<file path="config.mk">
export PLATFORM = sky130hd
export DESIGN_NAME = cdc_fifo_write_arbiter_flat
export DESIGN_NICKNAME = d
export VERILOG_FILES = /design/src/rtl/cdc_fifo_write_arbiter_if.sv /design/src/rtl/cdc_fifo_write_arbiter.sv /design/src/flat_wrapper.sv
export SDC_FILE = /design/constraint.sdc
export NUM_CORES = 1
export LEC_CHECK = 0
export BUFFER_PORTS_ARGS = -buffer_cell sky130_fd_sc_hd__buf_4
export CAP_MARGIN = 10
export CORE_MARGIN = 10
export CORE_UTILIZATION = 38
export DETAILED_ROUTE_END_ITERATION = 10
export PLACE_DENSITY = 0.81
export SETUP_SLACK_MARGIN = 0.15
export SKIP_CTS_REPAIR_TIMING = 1
export SYNTH_ARGS = -nofsm -noshare
export SYNTH_HDL_FRONTEND = slang
export SYNTH_SLANG_ARGS = --single-unit
</file>
<file path="constraint.sdc">
create_clock -name clock -period 2.05 [get_ports clock]
set_input_delay 0.205 -clock clock [delete_from_list [all_inputs] [get_ports clock]]
set_output_delay 0.205 -clock clock [all_outputs]
set_load 0.02 [all_outputs]
</file>
<file path="src/rtl/cdc_fifo_write_arbiter_if.sv">
// cdc_fifo_write_arbiter_if: requester and FIFO-facing bundle of the write-port arbiter
interface cdc_fifo_write_arbiter_if #(
  parameter int NUM_REQUESTERS = 4,
  parameter int DATA_WIDTH = 8,
  parameter int MAX_BURST = 4
);
  localparam int IW = $clog2(NUM_REQUESTERS);
  localparam int CW = $clog2(MAX_BURST + 1);
  logic [NUM_REQUESTERS-1:0] req_valid;
  logic [NUM_REQUESTERS-1:0] req_last;
  logic [NUM_REQUESTERS*DATA_WIDTH-1:0] req_data;
  logic [NUM_REQUESTERS-1:0] req_ready;
  logic fifo_full;
  logic fifo_write_enable;
  logic [DATA_WIDTH-1:0] fifo_write_data;
  logic grant_valid;
  logic [IW-1:0] grant_id;
  logic [CW-1:0] burst_count;
  modport master (
    output req_valid, req_last, req_data, fifo_full,
    input req_ready, fifo_write_enable, fifo_write_data, grant_valid, grant_id, burst_count
  );
  modport slave (
    input req_valid, req_last, req_data, fifo_full,
    output req_ready, fifo_write_enable, fifo_write_data, grant_valid, grant_id, burst_count
  );
endinterface

</file>
<file path="src/rtl/cdc_fifo_write_arbiter.sv">
// cdc_fifo_write_arbiter: burst-atomic round-robin arbiter sharing the CDC FIFO write port
module cdc_fifo_write_arbiter #(
  parameter int NUM_REQUESTERS = 4,
  parameter int DATA_WIDTH = 8,
  parameter int MAX_BURST = 4
) (
  input logic clock,
  input logic reset,
  cdc_fifo_write_arbiter_if.slave bus
);
  localparam int IW = $clog2(NUM_REQUESTERS);
  localparam int IW1 = IW + 1;
  localparam int CW = $clog2(MAX_BURST + 1);
  localparam logic [0:0] IDLE = 1'b0;
  localparam logic [0:0] BURST = 1'b1;
  localparam logic [IW:0] NR = IW1'(NUM_REQUESTERS);
  localparam logic [CW-1:0] LAST_BEAT = CW'(MAX_BURST - 1);
  localparam logic [NUM_REQUESTERS-1:0] ONE = 1;
  logic [0:0] state_q, state_d;
  logic [IW-1:0] grant_id_q, grant_id_d;
  logic [IW-1:0] last_grant_q, last_grant_d;
  logic [CW-1:0] burst_count_q, burst_count_d;
  logic [IW:0] cand;
  logic [IW-1:0] pick_id;
  logic pick_found, in_burst, accept, burst_end;
  // round-robin scan from just after the previous owner; lowest offset wins
  always_comb begin
    cand = '0;
    pick_found = 1'b0;
    pick_id = '0;
    for (int k = NUM_REQUESTERS; k >= 1; k--) begin
      cand = {1'b0, last_grant_q} + IW1'(k);
      cand = (cand >= NR) ? cand - NR : cand;
      pick_found = pick_found | bus.req_valid[cand[IW-1:0]];
      pick_id = bus.req_valid[cand[IW-1:0]] ? cand[IW-1:0] : pick_id;
    end
  end
  // owner handshake and FIFO write strobe, blocked in the same cycle by full
  always_comb begin
    in_burst = state_q == BURST;
    accept = in_burst & bus.req_valid[grant_id_q] & ~bus.fifo_full;
    burst_end = accept & (bus.req_last[grant_id_q] | (burst_count_q == LAST_BEAT));
    bus.req_ready = (in_burst & ~bus.fifo_full) ? ONE << grant_id_q : '0;
    bus.fifo_write_enable = accept;
    bus.fifo_write_data = bus.req_data[grant_id_q*DATA_WIDTH +: DATA_WIDTH];
    bus.grant_valid = in_burst;
    bus.grant_id = grant_id_q;
    bus.burst_count = burst_count_q;
  end
  // next state: arbitrate in IDLE, count accepted beats and release in BURST
  always_comb begin
    state_d = in_burst ? (burst_end ? IDLE : BURST) : (pick_found ? BURST : IDLE);
    grant_id_d = (!in_burst && pick_found) ? pick_id : grant_id_q;
    last_grant_d = burst_end ? grant_id_q : last_grant_q;
    burst_count_d = (burst_end || !in_burst) ? '0 : burst_count_q + CW'(accept);
  end
  // arbiter registers; the pointer resets so requester 0 is favoured first
  always_ff @(posedge clock or posedge reset) begin
    if (reset) begin
      state_q <= IDLE;
      grant_id_q <= '0;
      last_grant_q <= IW'(NUM_REQUESTERS - 1);
      burst_count_q <= '0;
    end else begin
      state_q <= state_d;
      grant_id_q <= grant_id_d;
      last_grant_q <= last_grant_d;
      burst_count_q <= burst_count_d;
    end
  end
endmodule

</file>
<file path="src/flat_wrapper.sv">
// flat-port wrapper written by rule: the top's interface ports become plain ports
module cdc_fifo_write_arbiter_flat 
#(
  parameter int NUM_REQUESTERS = 4,
  parameter int DATA_WIDTH = 8,
  parameter int MAX_BURST = 4
)
  (clock, reset, bus_req_valid, bus_req_last, bus_req_data, bus_fifo_full, bus_req_ready, bus_fifo_write_enable, bus_fifo_write_data, bus_grant_valid, bus_grant_id, bus_burst_count);
  cdc_fifo_write_arbiter_if #(.NUM_REQUESTERS(NUM_REQUESTERS), .DATA_WIDTH(DATA_WIDTH), .MAX_BURST(MAX_BURST)) bus_i ();
  input logic clock;
  input logic reset;
  input wire logic [$bits(bus_i.req_valid)-1:0] bus_req_valid;
  input wire logic [$bits(bus_i.req_last)-1:0] bus_req_last;
  input wire logic [$bits(bus_i.req_data)-1:0] bus_req_data;
  input wire logic [$bits(bus_i.fifo_full)-1:0] bus_fifo_full;
  output wire logic [$bits(bus_i.req_ready)-1:0] bus_req_ready;
  output wire logic [$bits(bus_i.fifo_write_enable)-1:0] bus_fifo_write_enable;
  output wire logic [$bits(bus_i.fifo_write_data)-1:0] bus_fifo_write_data;
  output wire logic [$bits(bus_i.grant_valid)-1:0] bus_grant_valid;
  output wire logic [$bits(bus_i.grant_id)-1:0] bus_grant_id;
  output wire logic [$bits(bus_i.burst_count)-1:0] bus_burst_count;
  assign bus_i.req_valid = bus_req_valid;
  assign bus_i.req_last = bus_req_last;
  assign bus_i.req_data = bus_req_data;
  assign bus_i.fifo_full = bus_fifo_full;
  assign bus_req_ready = bus_i.req_ready;
  assign bus_fifo_write_enable = bus_i.fifo_write_enable;
  assign bus_fifo_write_data = bus_i.fifo_write_data;
  assign bus_grant_valid = bus_i.grant_valid;
  assign bus_grant_id = bus_i.grant_id;
  assign bus_burst_count = bus_i.burst_count;
  cdc_fifo_write_arbiter #(.NUM_REQUESTERS(NUM_REQUESTERS), .DATA_WIDTH(DATA_WIDTH), .MAX_BURST(MAX_BURST)) u_core (.clock(clock), .reset(reset), .bus(bus_i));
endmodule
</file>
# After elaboration in Yosys (flattened, before gate mapping)
# Cells that the tools add are included.
[word_totals]
ff_bits = 8
latchBits = 0
mem_bits_rw = 0
romBits = 0
in_bits = 43
memories = 0
[op_classes]
addsub = 9
n_mul = 0
div = 0
order_cmp = 9
eq_ne = 1
shift = 2
n_mux = 25
n_bitwise = 9
n_reduce_logical = 3
[op_table]
columns = ["operator", "count"]
rows = [
  ["$shiftx 32x6->8", 1],
  ["$mux 2", 8],
  ["$lt 2x3->1 const B", 5],
  ["$bmux 1 s2", 6],
  ["$ge 3x3->1 const B", 4],
  ["$mux 1", 9],
  ["$sub 2x1->2 const B", 4],
  ["$add 2x2->3 const B", 2],
  ["$and 1x1->1", 4],
  ["$mux 4", 1],
  ["$or 1x1->1", 4],
  ["$shl 1x2->4 const A", 1],
  ["$add 2x1->3 const B", 1],
  ["$add 2x3->3 const B", 1],
  ["$add 3x1->3", 1],
  ["$eq 3x2->1 const B", 1],
  ["$mux 3", 1],
  ["$logic_and 1x1->1", 1],
  ["$logic_not 1->1", 1],
  ["$logic_or 1x1->1", 1],
  ["$not 1->1", 1],
]

# Depth between registers and ports, before layout
[depth]
word_depth = 10
ltp_mapped = 7

# Worst setup path after synthesis
# Ideal clock, no wire load.
[synth_path]
path_kind = "register to register"
start = "register u_core.grant_id_q[0] (netlist: u_core.bus.grant_id[0])"
end = "register u_core.burst_count_q[2] (netlist: u_core.bus.burst_count[2])"
arrival_ns = 1.999
required_time_ns = 1.927
path_slack_ns = -0.072
path_stages_with_launch = 8
cell_sequence = "dfrtp_1 -> buf_6 -> mux4_2 -> and2_1 -> ha_1 -> ha_1 -> xnor2_1 -> nor3b_2"
[synth_via]
elab_chain_cells = 7
[synth_rtl]
columns = ["item", "line", "source"]
rows = [
  ["start: declaration", "cdc_fifo_write_arbiter.sv:20", "logic [IW-1:0] grant_id_q, grant_id_d;"],
  ["start signal: assignment", "cdc_fifo_write_arbiter.sv:66", "grant_id_q <= grant_id_d;"],
  ["$bmux 1 s2 *", "cdc_fifo_write_arbiter.sv:41", "accept = in_burst & bus.req_valid[grant_id_q] & ~bus.fifo_full;"],
  ["$mux 1 (not written as such) *", "cdc_fifo_write_arbiter.sv:41", ""],
  ["$and 1x1->1 * (2 in series)", "cdc_fifo_write_arbiter.sv:41", ""],
  ["net bus_fifo_write_enable", "flat_wrapper.sv:17", "output wire logic [$bits(bus_i.fifo_write_enable)-1:0] bus_fifo_write_enable;"],
  ["parallel branches: the longest is 2 deep, another holds $add 3x1->3", "-", ""],
  ["$mux 3 *", "cdc_fifo_write_arbiter.sv:55", "burst_count_d = (burst_end || !in_burst) ? '0 : burst_count_q + CW'(accept);"],
  ["net u_core.burst_count_d[2]", "cdc_fifo_write_arbiter.sv:22", "logic [CW-1:0] burst_count_q, burst_count_d;"],
  ["end signal: assignment", "cdc_fifo_write_arbiter.sv:68", "burst_count_q <= burst_count_d;"],
  ["end: declaration", "cdc_fifo_write_arbiter.sv:22", ""],
]
# Mark *: on every way through the listed nets, which the timed path passes. The select of a mux whose other input is x is not followed.
# A chain may end at the register's enable or synchronous reset.

# Worst setup path after layout
[layout_path]
start = "register u_core.grant_id_q[0] (netlist: u_core.bus.grant_id[0])"
end = "output port bus_fifo_write_data[4]"
[layout_via]
elab_chain_cells = 1
[layout_rtl]
columns = ["item", "line", "source"]
rows = [
  ["$shiftx 32x6->8", "cdc_fifo_write_arbiter.sv:45", "bus.fifo_write_data = bus.req_data[grant_id_q*DATA_WIDTH +: DATA_WIDTH];"],
  ["end: declaration", "flat_wrapper.sv:18", "output wire logic [$bits(bus_i.fifo_write_data)-1:0] bus_fifo_write_data;"],
]
# No other way between the ends.

==> impl_results.md <==
- Sequential-to-total area share from yosys stat: a little over a quarter
- PnR worst setup slack: around 0.22 ns
- Worst skew pair latency: 0.27 ns
- All-Layer GR Usage: 13.45%
- Hold slack final: between 0.2 and 0.3 ns
- Setup slack, reg-to-reg: roughly 0.26 ns
- Most area-hungry cell type in the Yosys netlist: sky130_fd_sc_hd__dfrtp_1
- Detailed-placement wirelength estimate: 2.478 mm
- Area growth, synth to finish: 76.60%
- Total wire length: between 2 and 3 mm
- Leakage: ~0.00065 µW
- Largest net degree at the start of global routing: 17
- Final count of pins violating max slew: 0
- Crit-path leading delay family: multiplexers
- Number of inserted diodes: 0
- Clock tree buffer depth: 2
- Clock transition time at the flip-flop clock pins of the worst setup and hold paths: about 0.07 ns
- CTS buffer count: 3
- Final ANT Viol Nets: 0
- Initial core utilization: around two fifths
- Total number of H-tree levels: 1
- Critical path capture point: bus_fifo_write_data[4]
- # nets final: 171
- Post-synthesis simple-gate area fraction: 17.17%
- Final number of hold-violating endpoints: 0
- Result of the run: finished, final reports clean
- Die extent in x: 64.23 µm
- Slew @ Worst Pin: 0.5270 ns
- Final Skew: between 0.01 and 0.015 ns
- Main flop type after synthesis: sky130_fd_sc_hd__dfrtp_1
- Highest ir drop seen on vdd: 0.7312 mV
- CTS tree: built
- Power per cell area: between 1000 and 1500 nW/µm²
- Multiplexer fraction of the synthesized cell area: 36.70%
- Worst reg2reg path endpoint: u_core.bus.burst_count[2]
- Post-synthesis share of cell area spent on xor and xnor gates: 1.178%
- Worst setup path category: flop to output pin
- Synth Instances: 60
- Share of synthesized flip-flops with an asynchronous set or reset: 100.0%
- Number of enable-type register cells in the synthesized netlist: 0
- Type of element launching the critical path: flop
- Total negative setup slack: 0 ns
- Startpoint of the worst register-to-register path: u_core.bus.grant_id[0]
- CTS sink cnt: 8
- Cell at the root of the clock tree: sky130_fd_sc_hd__clkbuf_4
- Worst setup timing slack at the placement stage: roughly 0.3 ns
- Setup crit end kind: output pin
- Critical Path Stages: 4
- Total buffers and inverters traversed by the critical path: 3
- Synth top area cells: sky130_fd_sc_hd__dfrtp_1 20%, sky130_fd_sc_hd__mux4_2 18%, sky130_fd_sc_hd__mux4_1 14%
- Maximum Capacitance Violations: 0
- Number of vias after detailed routing: about 800
- Critical Path, Cell by Cell: buf_6 -> buf_8 -> mux4_2 -> buf_4
- Maximum frequency from static timing analysis: 0.5458 GHz
- Fraction of final layout cells with drive strength greater than 1: ~66%
- Start point of the critical path: u_core.bus.grant_id[0]
- Compound-Gate Fraction of Synth Area: under 10%
- Aggregate global routing overflow: 0
- YS warnings: 0
- Period utilisation layout: just under 90%
- Via count of the first global-routing pass: 839
- Count of routing violations after the opening detailed-route iteration: 26
- Post-synthesis instance area: approximately 740 µm²
- Final core area utilization: between 70% and 80%
- Wire length per cell: 19.54 µm
- Mean area per synthesized cell: 12.39 µm²
- Relative slew margins: between 60% and 70%
- RePlAce Congestion: 0.7898
- Data arrival time of the critical path: 1.63 ns
- Final period demand of the worst path: about 1.8 ns
- Slowest stage delay, CP: 0.50 ns
- Area share of the largest cell type after synthesis: about a fifth
- Residual DRC: 0
- Number of distinct library cells after synthesis: 30
- First-pass GRT wire length: 4.443 mm
- Cell depth of the worst flop-to-flop path: 6
- Most numerous cell types in the synthesized netlist: 6 x sky130_fd_sc_hd__dfrtp_1, 6 x sky130_fd_sc_hd__mux4_2, 5 x sky130_fd_sc_hd__nor2_1
- Count of port buffers added during placement: 61
- Total power: between 1500 and 2000 µW
- Vias per cell: ~5.3
- Core footprint: about 1800 µm²
- Cell with the biggest individual delay on the critical path: sky130_fd_sc_hd__mux4_2
- Unrepaired setup endpoints after global routing: no
- Main combinational cell family by area after synthesis: multiplexers
- Initial antenna violation count: 0
- Share of synthesized cell area in full adder, half adder and majority cells: 3.367%
- Crit path required time: about 1.9 ns
- Final count of negative-setup-slack endpoints: 0
- Rows: 15
- Count of pins on the block boundary: 62
- Syn Nets: roughly 110
- Crit path max fanout: 11
- Count of state elements after synthesis: 8
- Iteration count of the initial detailed-routing pass: 4
- Floorplan die area: 4125 µm²
- Chip Height: 64.23 µm
- Hold/Removal Path Class: primary input to flop
-- layer usage --
metal	up-vias	track usage, %	share of wire (%)
li1	366	-	-
met1	389	14.19	39
met2	44	24.63	53
met3	2	3.310	7.1
met4	0	5.882	0.68
met5	-	0	0
-- state kept, by name (all words and copies together) (netlist names) --
| register | count |
|---|---|
| u_core.bus.burst_count | 3 |
| u_core.bus.grant_id | 2 |
| u_core.bus.grant_valid | 1 |
| u_core.last_grant_q | 2 |
-- power by group --
group          switching (µW)  total, µW  internal, µW
clock network            64.8        140          75.1
registers                78.5        319           240
logic                     515       1090           577
total                     658       1550           892
-- worst register-to-register path: stages (launching register included) --
cell and delay (ns):
sky130_fd_sc_hd__dfrtp_2 0.38, sky130_fd_sc_hd__mux4_2 0.55, sky130_fd_sc_hd__and2_4 0.20, sky130_fd_sc_hd__ha_4 0.16, sky130_fd_sc_hd__ha_4 0.15, sky130_fd_sc_hd__xnor2_1 0.12
sky130_fd_sc_hd__nor3b_2 0.15
-- cells in the final DEF, fill, tap and decap left out, drive strengths merged, types with 2 or more instances in the layout --
master and count:
inv 2, nor2 5, mux4 10, ha 2, nor3b 2, o21ai 2, and3b 4, nor2b 3
buf 65, dfstp 2, clkbuf 4, mux2 2, dfrtp 6, nand2b 2
-- logic make-up after synthesis --
family | count (synthesis)
buffers and inverters | 7
multiplexers | 13
AND/OR/NAND/NOR | 20
adder cells (fa/ha/maj) | 2
XOR/XNOR | 1
AO/OA/AOI/OAI | 9
flip-flops | 8
-- worst min path at each step --
stage,start,endpoint,slack (ns),cells past startpoint
2_1_floorplan,reset,u_core.bus.burst_count[0],0.02,1
3_3_place_gp,reset,u_core.bus.burst_count[0],0.16,2
3_5_place_dp,reset,u_core.bus.burst_count[0],0.18,2
4_1_cts,reset,u_core.bus.grant_id[1],-0.12,2
5_1_grt,bus_req_valid[2],u_core.bus.grant_valid,0.29,3
6_report,bus_req_valid[3],u_core.bus.grant_id[1],0.27,3
-- area by class of cell --
cell class	instances	area, µm²
fillers	124	470.5
well taps	25	31.28
clock buffers	4	26.28
repair buffers	66	509.2
multi-input cells	45	534.3
flip-flops and latches	8	203.9
inverters	2	7.507
-- metrics by stage --
step                instance area [µm²]  instances
floorplan                         772.0         60
global placement                   1265        145
detailed placement                 1265        145
CTS                                1291        149
global route                       1313        150
finish                             1313        150
No activity file was read; power rests on OpenSTA's default activity.
